File: src/rtl/alarm_link_pkg.sv
// Shared definitions for the alarm-panel serial link initiator.
// Holds the FSM encodings, the frame length and the baud divider helper.
package alarm_link_pkg;

  // Initiator command/response states
  typedef enum logic [1:0] {
    ST_IDLE = 2'd0,
    ST_SEND = 2'd1,
    ST_WAIT = 2'd2
  } state_e;

  // Receive sampler phases
  typedef enum logic [1:0] {
    RX_IDLE  = 2'd0,
    RX_START = 2'd1,
    RX_DATA  = 2'd2
  } rx_phase_e;

  // start + 8 data + stop
  localparam int FRAME_BITS = 10;

  // Clocks per serial bit, integer-truncated
  function automatic int bit_cycles(
    input int clk_freq,
    input int baud
  );
    return clk_freq / baud;
  endfunction

endpackage

File: src/rtl/alarm_poll_initiator_rx.sv
// 8N1 receive sampler: 2-FF synchronizer, start-bit glitch check, bit sampling.
// Ports: clk_i, rst_i, rxd_i in; byte_done_o, byte_data_o, stop_ok_o, rx_active_o out.
module serial_rx_sampler
  import alarm_link_pkg::*;
#(
  parameter int BIT_CYCLES = 16
) (
  input  logic       clk_i,
  input  logic       rst_i,
  input  logic       rxd_i,
  output logic       byte_done_o,
  output logic [7:0] byte_data_o,
  output logic       stop_ok_o,
  output logic       rx_active_o
);

  localparam int CW = $clog2(BIT_CYCLES);
  localparam logic [CW-1:0] LAST = CW'(BIT_CYCLES - 1);
  localparam logic [CW-1:0] HALF = CW'(BIT_CYCLES / 2 - 1);

  logic [1:0]    sync_q;
  logic          prev_q;
  rx_phase_e     phase_q;
  logic [CW-1:0] cnt_q;
  logic [3:0]    idx_q;
  logic [7:0]    shift_q;
  logic          done_q;
  logic          stop_q;

  logic rx_s;
  assign rx_s = sync_q[1];

  always_ff @(posedge clk_i) begin
    if (rst_i) begin
      sync_q  <= 2'b11;
      prev_q  <= 1'b1;
      phase_q <= RX_IDLE;
      cnt_q   <= '0;
      idx_q   <= '0;
      shift_q <= '0;
      done_q  <= 1'b0;
      stop_q  <= 1'b0;
    end else begin
      sync_q <= {sync_q[0], rxd_i};
      prev_q <= rx_s;
      done_q <= 1'b0;
      unique case (phase_q)
        RX_IDLE: begin
          if (prev_q && !rx_s) begin
            phase_q <= RX_START;
            cnt_q   <= '0;
          end
        end
        RX_START: begin
          // Mid start bit: line back high means a glitch
          if (cnt_q == HALF) begin
            cnt_q <= '0;
            idx_q <= '0;
            if (rx_s) begin
              phase_q <= RX_IDLE;
            end else begin
              phase_q <= RX_DATA;
            end
          end else begin
            cnt_q <= cnt_q + 1'b1;
          end
        end
        RX_DATA: begin
          if (cnt_q == LAST) begin
            cnt_q <= '0;
            if (idx_q == 4'd8) begin
              // Stop sample; free for the next start edge
              done_q  <= 1'b1;
              stop_q  <= rx_s;
              phase_q <= RX_IDLE;
            end else begin
              shift_q <= {rx_s, shift_q[7:1]};
              idx_q   <= idx_q + 4'd1;
            end
          end else begin
            cnt_q <= cnt_q + 1'b1;
          end
        end
        default: phase_q <= RX_IDLE;
      endcase
    end
  end

  assign byte_done_o = done_q;
  assign byte_data_o = shift_q;
  assign stop_ok_o   = stop_q;
  assign rx_active_o = (phase_q != RX_IDLE);

endmodule

File: src/rtl/alarm_poll_initiator.sv
// Host-side initiator: sends one 8N1 command byte, then awaits one response.
// Ports: cmd_* in, rsp_*/rx_stray/busy out, TxD out, RxD in (async).
module alarm_poll_initiator
  import alarm_link_pkg::*;
#(
  parameter int CLK_FREQ       = 25000000,
  parameter int BAUD           = 115200,
  parameter int TIMEOUT_CYCLES = 50000
) (
  input  logic       clk,
  input  logic       rst,
  input  logic       cmd_valid,
  output logic       cmd_ready,
  input  logic [7:0] cmd_data,
  output logic       rsp_valid,
  output logic [7:0] rsp_data,
  output logic       rsp_timeout,
  output logic       rsp_error,
  output logic       rx_stray,
  output logic       busy,
  output logic       TxD,
  input  logic       RxD
);

  localparam int BIT_CYCLES = bit_cycles(CLK_FREQ, BAUD);
  localparam int BW = $clog2(BIT_CYCLES);
  localparam int TW = $clog2(TIMEOUT_CYCLES + 1);
  localparam logic [BW-1:0] BLAST = BW'(BIT_CYCLES - 1);
  localparam logic [TW-1:0] TLAST = TW'(TIMEOUT_CYCLES - 1);
  localparam logic [3:0] LAST_BIT = 4'(FRAME_BITS - 1);

  logic       byte_done;
  logic [7:0] byte_data;
  logic       stop_ok;
  logic       rx_active;

  serial_rx_sampler #(
    .BIT_CYCLES(BIT_CYCLES)
  ) u_rx (
    .clk_i      (clk),
    .rst_i      (rst),
    .rxd_i      (RxD),
    .byte_done_o(byte_done),
    .byte_data_o(byte_data),
    .stop_ok_o  (stop_ok),
    .rx_active_o(rx_active)
  );

  state_e                state_q;
  logic                  txd_q;
  logic [FRAME_BITS-1:0] frame_q;
  logic [BW-1:0]         bcnt_q;
  logic [3:0]            bidx_q;
  logic [TW-1:0]         tmo_q;
  logic                  pend_q;
  logic                  pend_ok_q;
  logic [7:0]            pend_data_q;
  logic [7:0]            rsp_data_q;
  logic                  rsp_valid_q;
  logic                  rsp_timeout_q;
  logic                  rsp_error_q;
  logic                  rx_stray_q;

  // A byte finishing on this very edge overrides an older stored result
  logic       fin_ok;
  logic [7:0] fin_data;
  assign fin_ok   = byte_done ? stop_ok : pend_ok_q;
  assign fin_data = byte_done ? byte_data : pend_data_q;

  always_ff @(posedge clk) begin
    if (rst) begin
      state_q       <= ST_IDLE;
      txd_q         <= 1'b1;
      frame_q       <= '1;
      bcnt_q        <= '0;
      bidx_q        <= '0;
      tmo_q         <= '0;
      pend_q        <= 1'b0;
      pend_ok_q     <= 1'b0;
      pend_data_q   <= 8'h00;
      rsp_data_q    <= 8'h00;
      rsp_valid_q   <= 1'b0;
      rsp_timeout_q <= 1'b0;
      rsp_error_q   <= 1'b0;
      rx_stray_q    <= 1'b0;
    end else begin
      rsp_valid_q   <= 1'b0;
      rsp_timeout_q <= 1'b0;
      rsp_error_q   <= 1'b0;
      rx_stray_q    <= 1'b0;
      unique case (state_q)
        ST_IDLE: begin
          if (byte_done) begin
            rx_stray_q <= 1'b1;
          end
          if (cmd_valid) begin
            state_q <= ST_SEND;
            frame_q <= {1'b1, cmd_data, 1'b0};
            txd_q   <= 1'b0;
            bcnt_q  <= '0;
            bidx_q  <= '0;
            pend_q  <= 1'b0;
          end
        end
        ST_SEND: begin
          // Early answer: hold it until our frame is out
          if (byte_done) begin
            pend_q      <= 1'b1;
            pend_ok_q   <= stop_ok;
            pend_data_q <= byte_data;
          end
          if (bcnt_q == BLAST) begin
            bcnt_q <= '0;
            if (bidx_q == LAST_BIT) begin
              txd_q <= 1'b1;
              tmo_q <= '0;
              if (pend_q || byte_done) begin
                state_q <= ST_IDLE;
                pend_q  <= 1'b0;
                if (fin_ok) begin
                  rsp_data_q  <= fin_data;
                  rsp_valid_q <= 1'b1;
                end else begin
                  rsp_error_q <= 1'b1;
                end
              end else begin
                state_q <= ST_WAIT;
              end
            end else begin
              bidx_q  <= bidx_q + 4'd1;
              frame_q <= {1'b1, frame_q[FRAME_BITS-1:1]};
              txd_q   <= frame_q[1];
            end
          end else begin
            bcnt_q <= bcnt_q + 1'b1;
          end
        end
        ST_WAIT: begin
          if (byte_done) begin
            state_q <= ST_IDLE;
            if (stop_ok) begin
              rsp_data_q  <= byte_data;
              rsp_valid_q <= 1'b1;
            end else begin
              rsp_error_q <= 1'b1;
            end
          end else if (!rx_active) begin
            // Frozen while a response byte is in flight
            if (tmo_q == TLAST) begin
              state_q       <= ST_IDLE;
              rsp_timeout_q <= 1'b1;
            end else begin
              tmo_q <= tmo_q + 1'b1;
            end
          end
        end
        default: state_q <= ST_IDLE;
      endcase
    end
  end

  assign cmd_ready   = (state_q == ST_IDLE);
  assign busy        = (state_q != ST_IDLE);
  assign TxD         = txd_q;
  assign rsp_valid   = rsp_valid_q;
  assign rsp_data    = rsp_data_q;
  assign rsp_timeout = rsp_timeout_q;
  assign rsp_error   = rsp_error_q;
  assign rx_stray    = rx_stray_q;

endmodule

File: config.mk
export PLATFORM = sky130hd
export DESIGN_NAME = alarm_poll_initiator
export DESIGN_NICKNAME = d
export VERILOG_FILES = /design/src/rtl/alarm_link_pkg.sv /design/src/rtl/alarm_poll_initiator_rx.sv /design/src/rtl/alarm_poll_initiator.sv
export SDC_FILE = /design/constraint.sdc
export NUM_CORES = 1
export LEC_CHECK = 0
export BUFFER_PORTS_ARGS = -buffer_cell sky130_fd_sc_hd__buf_2
export CAP_MARGIN = 20
export CORE_ASPECT_RATIO = 0.7
export CORE_MARGIN = 1
export CORE_UTILIZATION = 25
export CTS_CLUSTER_SIZE = 14
export DETAILED_ROUTE_END_ITERATION = 16
export GPL_TIMING_DRIVEN = 0
export SYNTH_ARGS = -nofsm -noshare
export SYNTH_HDL_FRONTEND = slang
export SYNTH_SLANG_ARGS = --single-unit
File: constraint.sdc
create_clock -name clk -period 4.54 [get_ports clk]
set_input_delay 0 -clock clk [delete_from_list [all_inputs] [get_ports clk]]
set_output_delay 0 -clock clk [all_outputs]
set_load 0.01 [all_outputs]
==> Word-level counts from Yosys, hierarchy flattened <==
Cells that the tools add are included.
{ "word_totals": {"ff_bits": 90} }
{ "classes": {"n_eq_ne": 28, "muxes": 74, "n_bitwise": 5, "reduce_logical": 25, "add_sub_neg": 5} }
{ "ops": {"columns": ["cell", "n"], "rows": [
  ["two-way mux 8 bit", 12],
  ["two-way mux 16 bit", 5],
  ["one-hot mux 16 bit (2 select lines)", 1],
  ["one-hot mux 8 bit (2 select lines)", 2],
  ["two-way mux 10 bit", 3],
  ["two-way mux 2 bit", 12],
  ["two-way mux 4 bit", 6],
  ["one-hot mux 8 bit (3 select lines)", 1],
  ["two-way mux 1 bit", 23],
  ["!= test 2 bit, second input constant", 10],
  ["one-hot mux 10 bit (2 select lines)", 1],
  ["adder 16 x 1 -> 16 bit, second input constant", 1],
  ["adder 8 x 1 -> 8 bit, second input constant", 2],
  ["== test 16 bit, second input constant", 1],
  ["== test 8 bit, second input constant", 2],
  ["one-hot mux 4 bit (2 select lines)", 2],
  ["!= test 2 x 1 -> 1 bit, second input constant", 6],
  ["one-hot mux 2 bit (3 select lines)", 2],
  ["AND reduction 4 bit", 3],
  ["nonzero test 2 bit", 5],
  ["AND reduction 3 bit", 3],
  ["adder 4 x 1 -> 4 bit, second input constant", 2],
  ["== test 4 bit, second input constant", 2],
  ["== test 8 x 7 -> 1 bit, second input constant", 1],
  ["17 further kinds", 29]
]} }

==> Logic depth before layout (Yosys ltp) <==
Gate-level depths: netlist of run 1.
{ "logic_depth": {"depth_word": 6, "depth_mapped": 8, "mapped_depth_nobuf": 7} }

==> Hierarchy <==
A second synthesis of run 1 with hierarchy kept.
{ "unflattened": {"cells_unflattened": 513, "area_unflattened_um2": 4393.0} }
{ "modules_own_cells": {"columns": ["mod", "seq_area_each_um2", "cells_each", "area_per_inst_um2", "instances"], "rows": [
  ["alarm_poll_initiator", 1221.2, 353, 2976.6, 1],
  ["serial_rx_sampler", 540.5, 160, 1416.4, 1]
]} }

==> Worst setup path after synthesis of run 1 <==
No wires, ideal clock.
{ "synth_path": {"path_type": "register to register", "startpoint": "register tmo_q[4]", "endpoint": "register tmo_q[3]", "arrival_time_ns": 1.999, "path_buffers": 2, "stages_incl_launch_ff": 8, "setup_time_ns": 0.074, "t_required_ns": 4.466, "setup_slack_ns": 2.467, "cell_sequence": "dfxtp_1 -> buf_6 -> or4_4 -> or4_4 -> and2_4 -> buf_6 -> a21o_1 -> a31oi_1"} }
{ "synth_between": {"elab_chain_cells": 3} }
{ "synth_lines": {"columns": ["element", "line_no", "rtl"], "rows": [
  ["start, declared", "alarm_poll_initiator.sv:54", "logic [TW-1:0] tmo_q;"],
  ["start signal, assigned", "alarm_poll_initiator.sv:153", "tmo_q <= tmo_q + 1'b1;"],
  ["== test 16 bit", "alarm_poll_initiator.sv:149", "if (tmo_q == TLAST) begin"],
  ["!= test 2 bit (no source line)", null, null],
  ["AND reduction 6 bit (no source line)", null, null]
]} }
No other way between the ends.
A chain may end at the register's enable or synchronous reset.

==> Worst setup path after layout of run 1 <==
{ "layout_path": {"startpoint": "register u_rx.phase_q[1]", "endpoint": "register state_q[0]"} }
{ "layout_between": {"elab_chain_cells": 3} }
{ "layout_lines": {"columns": ["element", "line_no", "rtl"], "rows": [
  ["start, declared", "alarm_poll_initiator_rx.sv:23", "rx_phase_e phase_q;"],
  ["start signal, assigned", "alarm_poll_initiator_rx.sv:37", "phase_q <= RX_IDLE;"],
  ["start signal, assigned", "alarm_poll_initiator_rx.sv:50", "phase_q <= RX_START;"],
  ["start signal, assigned", "alarm_poll_initiator_rx.sv:60", "phase_q <= RX_IDLE;"],
  ["nonzero test 2 bit", "alarm_poll_initiator_rx.sv:92", "assign rx_active_o = (phase_q != RX_IDLE);"],
  ["!= test 3 x 2 -> 1 bit (no source line)", null, null],
  ["AND reduction 5 bit (no source line)", null, null],
  ["end signal, assigned", "alarm_poll_initiator.sv:72", "state_q <= ST_IDLE;"],
  ["end signal, assigned", "alarm_poll_initiator.sv:97", "state_q <= ST_SEND;"],
  ["end signal, assigned", "alarm_poll_initiator.sv:118", "state_q <= ST_IDLE;"],
  ["end, declared", "alarm_poll_initiator.sv:49", "state_e state_q;"]
]} }
No other way between the ends.

==> results of run 1 <==
[flip-flops by register name, summed over array words and instances (netlist names), 2 cells and up]
name / cells
u_rx.cnt_q: 8
pend_data_q: 8
state_q: 2
u_rx.byte_data_o: 8
tmo_q: 16
frame_q: 8
rsp_data: 8
bidx_q: 4
bcnt_q: 8
u_rx.phase_q: 2
u_rx.sync_q: 2
u_rx.idx_q: 4
[layout by cell type, fill, tap and decap left out, types with 7 or more instances in the layout]
cell / n
a31oi_1: 9
nand2_1: 57
inv_1: 20
ha_1: 16
a311oi_1: 10
clkbuf_16: 9
clkbuf_1: 24
mux2i_1: 23
o21ai_0: 26
xor2_1: 8
nand3_1: 22
buf_2: 27
nand4_1: 19
nor2_1: 57
a21oi_1: 32
dfxtp_1: 88
nor3_1: 12
a211o_1: 8
dlygate4sd3_1: 7
[metrics by stage]
step,instances,utilization (%)
2_1_floorplan,523,-
3_3_place_gp,780,28.06
3_5_place_dp,780,28.06
4_1_cts,802,30.07
5_1_grt,802,30.07
6_report,802,30.07
[cell type report]
| cell class | instances | area [sq um] |
|---|---|---|
| fillers | 1830 | 12010 |
| multi-input cells | 388 | 2444 |
| inverters | 20 | 75.07 |
| well taps | 231 | 289.0 |
| repair buffers | 33 | 200.2 |
| clock inverters | 3 | 17.52 |
| clock buffers | 12 | 256.5 |
| flip-flops and latches | 88 | 1762 |
| plain buffers | 27 | 117.6 |
[critical path, cell delays in order, from the launching register on]
cell	delay [ps]
dfxtp_1	330
inv_1	90
ha_1	180
clkbuf_1	460
nand4_1	270
nor4_1	520
o2111ai_1	230
mux2i_1	190
nor2_1	60
[power breakdown]
part           internal [mW]  switching [mW]  leakage, nW
clock                  0.396           0.296        0.134
sequential             0.827          0.0334        0.713
combinational          0.166           0.281         1.00
[worst min path at each step]
| stage | startpoint | end | slack, ps |
|---|---|---|---|
| global route | rst | rsp_error$_SDFF_PP0_ | 60 |
| detailed placement | RxD | u_rx.sync_q[0]$_SDFF_PP1_ | 180 |
| global placement | RxD | u_rx.sync_q[0]$_SDFF_PP1_ | 180 |
| floorplan | RxD | u_rx.sync_q[0]$_SDFF_PP1_ | 100 |
| finish | cmd_data[5] | frame_q[6]$_SDFFE_PP1P_ | 8 |
| CTS | cmd_data[4] | frame_q[5]$_SDFFE_PP1P_ | 0.008 |
[timing repair]
item | CTS | global route
hold buffers | 7 | 0
endpoints found under the hold margin | 7 | 0
buffers inserted | 0 | 0
[cell families after synthesis]
logic type / share of synthesized area, %
flops: 40.06
fa+ha+maj: 4.552
simple gates: 26.29
buf+inv: 4.381
xor+xnor: 2.589
mux: 5.747
compound gates: 16.39
[layer usage]
metal | up-vias | wire [microns] | share of wire [%]
met4 | 0 | 129 | 1.2
met1 | 1777 | 6041 | 55
li1 | 1968 | - | -
met3 | 13 | 650 | 6.0
met5 | - | 0 | 0
met2 | 90 | 4103 | 38
==> impl_metrics.tcl, run 1 <==
set metrics [dict create \
    firstDrtPassIters 5 \
    fp-row-count 40 \
    yosysWarnings 0 \
    hold_violations 0 \
    dp_slack_ps 2161 \
    synth_area_per_cell_sq_um 8.409 \
    yosysTopAreaCell "dfxtp_1" \
    syn_area_sq_um 4398 \
    power.leakage_nw 1.851 \
    dpl.hpwl_microns 7973 \
    drive_gt1_share_pct 11.21 \
    htree_levels 3 \
    reg2reg_depth 8 \
    fmax_mhz 406.7 \
    cts_buffers 9 \
    r2r_slack_ps 2080 \
    dieHeight_microns 113.0 \
    overflow 0 \
    end_kind "flip-flop" \
    coreArea_sq_um 17170 \
    syn_inst 523 \
    hold_depth 4 \
    die_w_microns 160.5 \
    synth_seq_cells 88 \
    synthArstFlopShare_pct 0 \
    synth_nets 551 \
    avgRoutedWirePerCell_microns 13.62 \
    finalSetupViolations 0 \
    cts_tree "built" \
    synth_ff_type "dfxtp_1" \
    max_slew_margin_pct 43.77 \
    viasPerCell 4.798 \
    num_antenna_cells 0 \
    start_util_pct 25.62 \
    dieArea_sq_um 18140 \
    cp-startpoint "u_rx.phase_q[1]$_SDFFE_PP0P_" \
    status "completed" \
    grtUsageMet2_pct 15.82 \
    ctsResizeCount 0 \
    top_usage_layer "met1" \
    via_count 3848 \
    drt-initial-drc-count 277 \
    cts_sinks 88 \
    start_kind "flip-flop" \
    p_per_area_nw_per_um2 387.5 \
    ys_seq_area_share_pct 40.06 \
    skew_ps 6.282 \
    tightest_slew_ps 822.2 \
    area_delta_synth_final_pct 17.35 \
    cp_data_required_time_ps 4750 \
    met1_usage_pct 19.55 \
    peakVddDrop_v 0.0002029 \
    stdcell_area_sq_um 5161 \
    synth.distinct_cells 62 \
    totalWireLength_microns 10920 \
    drv_cap 0 \
    setup_slack_ps 2081 \
    r2r-start "u_rx.phase_q[1]$_SDFFE_PP0P_" \
    critPathKind "reg -> reg" \
    finalSetupTns_ps 0 \
    use_met3_pct 3.886 \
    insertion_delay_ps 340 \
    path_max_fanout 10 \
    nNetsFinal 595 \
    ant_nets 0 \
    io_pins 27 \
    clkTransAtPathRegs_ps 60 \
    grt_max_degree 14 \
    gp_congestion 0.8807 \
    power_mw 2.000 \
    antenna_found_initial 0 \
    hp-class "in -> reg" \
    place_area_sq_um 4817 \
    drc_errors 0 \
    hold_ws_ps 8.036 \
    grtUsageTotal_pct 12.56 \
    endpoint "state_q[0]$_SDFFE_PP0P_" \
    synth_area_leaders "dfxtp_1 40%, mux2i_1 5.2%, nand2_1 4.9%, nor2_1 4.9%, ha_1 4.6%" \
    period_needed_ps 2459 \
    clk_path_buf_depth 2 \
    grt_setup_unrepaired "false" \
    yosys.area.top_type_share_pct 40.06 \
    yosys-top-cells-count "88 x dfxtp_1, 57 x nand2_1, 57 x nor2_1" \
    worstPathArrival_ps 2670 \
    grt_pass1_vias 3460 \
    portBuffers 26 \
    final.period_utilization_pct 54.15 \
    synth.most_common_cell "dfxtp_1" \
    slew_viol_final 0 \
    root_buffer "clkbuf_16" \
    grt_pass1_wl_microns 18060 \
    synth-edff-count 0 \
    reg2reg_to "state_q[0]$_SDFFE_PP0P_" \
]
Note: power is estimated with default switching activity, not from simulation.
==> inputs of run 2 (changes only) <==
==> constraint.sdc (replaced) <==
create_clock -name clk -period 2.5 [get_ports clk]
set_input_delay 0 -clock clk [delete_from_list [all_inputs] [get_ports clk]]
set_output_delay 0 -clock clk [all_outputs]
set_load 0.01 [all_outputs]
==> impl_metrics.tcl, run 2 (synthesis gave the netlist of run 1 again) <==
set metrics [dict create \
    status "completed" \
    hp-class "in -> reg" \
    power.leakage_nw 1.853 \
    layout_commonest_cell "dfxtp_1" \
    path_cells "ha_1 -> nand3b_1 -> a2111oi_1 -> o211a_2 -> buf_2 -> nor2_1 -> a311oi_1" \
    top_register "tmo_q" \
    finalSetupTns_ps 0 \
    max_stage_delay_ps 480 \
    coreArea_sq_um 17170 \
    viasPerCell 4.833 \
    cts_buffers 9 \
    cp_top_family "compound AO/OA/AOI/OAI gates" \
    largest_reg_flops 16 \
    p_per_area_nw_per_um2 701.3 \
    place_area_sq_um 4817 \
    start_kind "flip-flop" \
    io_pins 27 \
    dpl.hpwl_microns 7973 \
    grtUsageTotal_pct 12.56 \
    gp_congestion 0.8807 \
    start_util_pct 25.62 \
    grt_pass1_vias 3460 \
    worstPathArrival_ps 2560 \
    grt_pass1_wl_microns 18060 \
    die_w_microns 160.5 \
    dieHeight_microns 113.0 \
    stdcell_area_sq_um 5185 \
    peakVddDrop_v 0.0003676 \
    avgRoutedWirePerCell_microns 13.67 \
    worst-path-buf-inv 1 \
    fmax_mhz 432.0 \
    nNetsFinal 596 \
    insertion_delay_ps 340 \
    totalWireLength_microns 10980 \
    firstDrtPassIters 6 \
    root_buffer "clkbuf_16" \
    htree_levels 3 \
    r2r_slack_ps 180 \
    grt_setup_unrepaired "false" \
    slew_viol_final 0 \
    tightest_slew_ps 847.2 \
    fp-row-count 40 \
    skew_ps 4.625 \
    crit_path_top_delay_cell "a2111oi_1" \
    path_max_fanout 10 \
    overflow 0 \
    drive_gt1_share_pct 12.06 \
    end_kind "flip-flop" \
    via_count 3881 \
    portBuffers 26 \
    ant_nets 0 \
    final.period_utilization_pct 92.60 \
    area_delta_synth_final_pct 17.89 \
    num_antenna_cells 0 \
    drt-initial-drc-count 359 \
    critPathKind "reg -> reg" \
    cts_tree "built" \
    period_needed_ps 2315 \
    drv_cap 0 \
    antenna_found_initial 0 \
    fin_util_pct 30.20 \
    clk_path_buf_depth 2 \
    max_slew_margin_pct 42.06 \
    finalSetupViolations 0 \
    grt_max_degree 14 \
    dieArea_sq_um 18140 \
    stdcell_count 803 \
    clkTransAtPathRegs_ps 60 \
    drc_errors 0 \
    dp_cells 780 \
    final_cell_mix "88 x dfxtp_1, 57 x nand2_1, 57 x nor2_1, 32 x a21oi_1, 27 x buf_2" \
    cp_data_required_time_ps 2740 \
    hold_violations 0 \
    cts_sinks 88 \
]
[run 2: timing repair]
item,4_1_cts,5_1_grt
buffers inserted,0,1
hold buffers,7,0
hold endpoints to repair,7,0
setup endpoints to repair,0,13
resized for setup,0,9
[run 2: where the power goes]
part / switching (mW) / internal, mW / leakage (nW)
logic: 0.511 / 0.309 / 1.01
registers: 0.0608 / 1.50 / 0.713
clock network: 0.534 / 0.719 / 0.134
[run 2: through the flow]
| stage | worst slack [ps] | power (mW) | hold slack [ps] |
|---|---|---|---|
| after floorplan | 426.8 | 2.159 | 103.8 |
| after global placement | 131.2 | 2.399 | 182.8 |
| after detailed placement | 120.8 | 2.396 | 184.0 |
| after CTS | 96.89 | 3.673 | 0.008271 |
| after global routing | 6.473 | 3.844 | 55.82 |
| final | 184.9 | 3.636 | 11.92 |
[run 2: routing by layer]
layer	vias to the layer above	wire length, microns	GRT usage [%]
li1	1972	-	-
met1	1780	5952	19.55
met2	114	4125	15.82
met3	15	737	3.886
met4	0	161	3.683
met5	-	0	0
[run 2: tightest hold or removal path: stages]
cell and delay (ps):
buf_2 80, mux2i_1 60, nor2_1 80, a211o_1 100
[run 2: final cells by class]
cell class / instances / area (sq um)
Fill cell: 1828 / 11980
Multi-Input combinational cell: 388 / 2457
Sequential cell: 88 / 1762
Tap cell: 231 / 289.0
Clock buffer: 12 / 256.5
Timing Repair Buffer: 34 / 207.7
Buffer: 27 / 120.1
Inverter: 20 / 75.07
Clock inverter: 3 / 17.52
[run 2: path summary, 6_finish.rpt]
kind / from / end / depth (start not counted)
setup reg to reg: bidx_q[0]$_SDFFE_PP0P_ / rsp_data[2]$_SDFFE_PP0P_ / 7
setup / recovery: bidx_q[0]$_SDFFE_PP0P_ / rsp_data[2]$_SDFFE_PP0P_ / 7
hold reg to reg: u_rx.sync_q[0]$_SDFF_PP1_ / u_rx.sync_q[1]$_SDFF_PP1_ / 1
hold / removal: cmd_data[4] / frame_q[5]$_SDFFE_PP1P_ / 4
==> inputs of run 3 (changes only) <==
--- a/config.mk
+++ b/config.mk
@@ -5,11 +5,13 @@
 export SDC_FILE = /design/constraint.sdc
 export NUM_CORES = 1
 export LEC_CHECK = 0
+export ABC_AREA = 1
 export BUFFER_PORTS_ARGS = -buffer_cell sky130_fd_sc_hd__buf_2
 export CAP_MARGIN = 20
 export CORE_ASPECT_RATIO = 0.7
 export CORE_MARGIN = 1
 export CORE_UTILIZATION = 25
+export CTS_BUF_LIST = sky130_fd_sc_hd__clkbuf_2
 export CTS_CLUSTER_SIZE = 14
 export DETAILED_ROUTE_END_ITERATION = 16
 export GPL_TIMING_DRIVEN = 0
==> impl_metrics.tcl, run 3 <==
set metrics [dict create \
    status "completed" \
    place_area_sq_um 5049 \
    yosys-top-cells-count "163 x nand2_1, 107 x nor2_1, 88 x dfxtp_1" \
    crit_top_cell "o21ai_0" \
    htree_levels 3 \
    insertion_delay_ps 590 \
    finalSetupViolations 0 \
    dieArea_sq_um 19070 \
    clk_path_buf_depth 2 \
    firstDrtPassIters 5 \
    max_stage_delay_ps 430 \
    coreArea_sq_um 18060 \
    clkTransAtPathRegs_ps 240 \
    drc_errors 0 \
    gp_congestion 0.8304 \
    avgRoutedWirePerCell_microns 11.57 \
    drive_gt1_share_pct 11.54 \
    io_pins 27 \
    yosys.area.top_type_share_pct 38.06 \
    antenna_found_initial 0 \
    cp_data_required_time_ps 3000 \
    yosysTopAreaCell "dfxtp_1" \
    start_util_pct 25.63 \
    finalSetupTns_ps 0 \
    hold_violations 0 \
    totalWireLength_microns 11160 \
    drv_cap 0 \
    cts_tree "built" \
    synth_nets 704 \
    grt_pass1_vias 3678 \
    synthArstFlopShare_pct 0 \
    synth_area_per_cell_sq_um 6.846 \
    fmax_mhz 509.1 \
    layout_commonest_cell "nand2_1" \
    synth.most_common_cell "nand2_1" \
    synth_seq_cells 88 \
    grt_setup_unrepaired "false" \
    end_kind "flip-flop" \
    drt-initial-drc-count 376 \
    via_count 4212 \
    largest_reg_flops 16 \
    yosysWarnings 0 \
    power.leakage_nw 2.110 \
    endpoint "u_rx.idx_q[0]$_SDFFE_PP0P_" \
    nNetsFinal 751 \
    path_max_fanout 7 \
    worst-path-buf-inv 0 \
    synth-edff-count 0 \
    final_cell_mix "163 x nand2_1, 107 x nor2_1, 88 x dfxtp_1, 75 x inv_1, 50 x o21ai_0" \
    overflow 0 \
    start_kind "flip-flop" \
    ant_nets 0 \
    power_mw 3.712 \
    dieHeight_microns 115.8 \
    grt_pass1_wl_microns 18440 \
    top_register "tmo_q" \
    num_antenna_cells 0 \
    fp-row-count 41 \
    max_slew_margin_pct 56.11 \
    period_needed_ps 1964 \
    stdcell_area_sq_um 5293 \
    reg2reg_to "u_rx.idx_q[0]$_SDFFE_PP0P_" \
    crit_path_top_delay_cell "dfxtp_1" \
    synth_ff_type "dfxtp_1" \
    viasPerCell 4.369 \
    cp_num_cells 6 \
    cp-startpoint "u_rx.cnt_q[0]$_SDFFE_PP0P_" \
    nFillCells 1997 \
    syn_area_sq_um 4628 \
    hp-class "in -> reg" \
    peakVddDrop_v 0.0002811 \
    grtUsageTotal_pct 12.33 \
    r2r_slack_ps 540 \
    cp_top_family "compound AO/OA/AOI/OAI gates" \
    r2r-start "u_rx.cnt_q[0]$_SDFFE_PP0P_" \
    synth.distinct_cells 36 \
    syn_inst 676 \
    portBuffers 25 \
    cts_sinks 88 \
    grt_max_degree 15 \
    dpl.hpwl_microns 8136 \
    die_w_microns 164.6 \
    critPathKind "reg -> reg" \
    final.period_utilization_pct 78.57 \
    reg2reg_depth 6 \
    p_per_area_nw_per_um2 701.3 \
    root_buffer "clkbuf_2" \
    worstPathArrival_ps 2460 \
    slew_viol_final 0 \
    area_delta_synth_final_pct 14.36 \
    tightest_slew_ps 658.3 \
    ys_seq_area_share_pct 38.06 \
    cts_buffers 9 \
    hold_ws_ps 151.7 \
    path_cells "ha_1 -> nand3_1 -> o21ai_0 -> nand3b_1 -> o21ai_0 -> nor2_1" \
    skew_ps 49.39 \
    synth_area_leaders "dfxtp_1 38%, nand2_1 13%, nor2_1 8.7%, inv_1 6.1%, o21ai_0 5.4%" \
]
==> run 3: cell types whose count changed in the layout (fill, tap and decap cells not counted), moves of 8 or more <==
cell and change:
nand2_1 +106, inv_1 +55, nor2_1 +50, o21ai_0 +25, mux2i_1 -17, o211ai_1 +16, a311oi_1 -10, clkbuf_1 -10
clkbuf_16 -9, nand4_1 -9, a211o_1 -8, a21oi_2 +8, a31oi_1 -8, clkbuf_2 +8
==> run 3: kinds of logic after synthesis <==
logic type      count (synthesis)  share of synthesized area [%]
fa+ha+maj                      16                          4.325
simple gates                  336                          30.66
buf+inv                       104                          9.002
xor+xnor                       12                          2.271
compound gates                114                          14.38
flops                          88                          38.06
mux                             6                          1.298
==> run 3: metal layers <==
layer  wire (microns)  up-vias  track usage (%)
li1                 -     2261                -
met1             6314     1878            18.90
met2             4296       64            17.09
met3              462        9            2.899
met4               85        0            2.691
met5                0        -                0
==> run 3: final cells by class <==
type	count	area (sq um)	share of cell area (%)
multi-input cells	484	2450	46.29
plain buffers	24	116.4	2.199
well taps	236	295.3	5.579
repair buffers	36	235.2	4.444
clock buffers	10	50.05	0.9456
clock inverters	6	83.83	1.584
flip-flops and latches	88	1762	33.29
inverters	80	300.3	5.674
==> run 3: repair_timing <==
item,CTS,global route
setup buffers,0,0
resized for setup,0,0
hold buffers,11,0
endpoints found under the hold margin,15,0
==> run 3: report_power, final <==
part | switching [mW] | internal (mW) | total, mW
registers | 0.102 | 1.57 | 1.67
logic | 0.797 | 0.403 | 1.20
clock network | 0.508 | 0.329 | 0.837
total | 1.41 | 2.30 | 3.71
==> run 3: tightest hold or removal path, delay by kind of cell <==
| family | cells | cell delay [ps] |
|---|---|---|
| buf+inv | 2 | 610 |
| simple gates | 1 | 90 |
==> run 3: worst min path at each step <==
stage | from | end | depth (start not counted) | slack [ps]
after global routing | RxD | u_rx.sync_q[0]$_SDFF_PP1_ | 3 | 100
after global placement | RxD | u_rx.sync_q[0]$_SDFF_PP1_ | 2 | 210
after CTS | RxD | u_rx.sync_q[0]$_SDFF_PP1_ | 3 | 120
after floorplan | RxD | u_rx.sync_q[0]$_SDFF_PP1_ | 1 | 100
after detailed placement | RxD | u_rx.sync_q[0]$_SDFF_PP1_ | 2 | 210
final | RxD | u_rx.sync_q[0]$_SDFF_PP1_ | 3 | 150
==> run 3: per-stage QoR <==
stage | util [%] | worst slack, ps | cells
3_5_place_dp | 27.96 | 568.6 | 937
4_1_cts | 29.31 | 541.2 | 964
2_1_floorplan | - | 825.5 | 676
5_1_grt | 29.31 | 268.8 | 964
6_report | 29.31 | 535.7 | 964
3_3_place_gp | 27.96 | 589.9 | 937
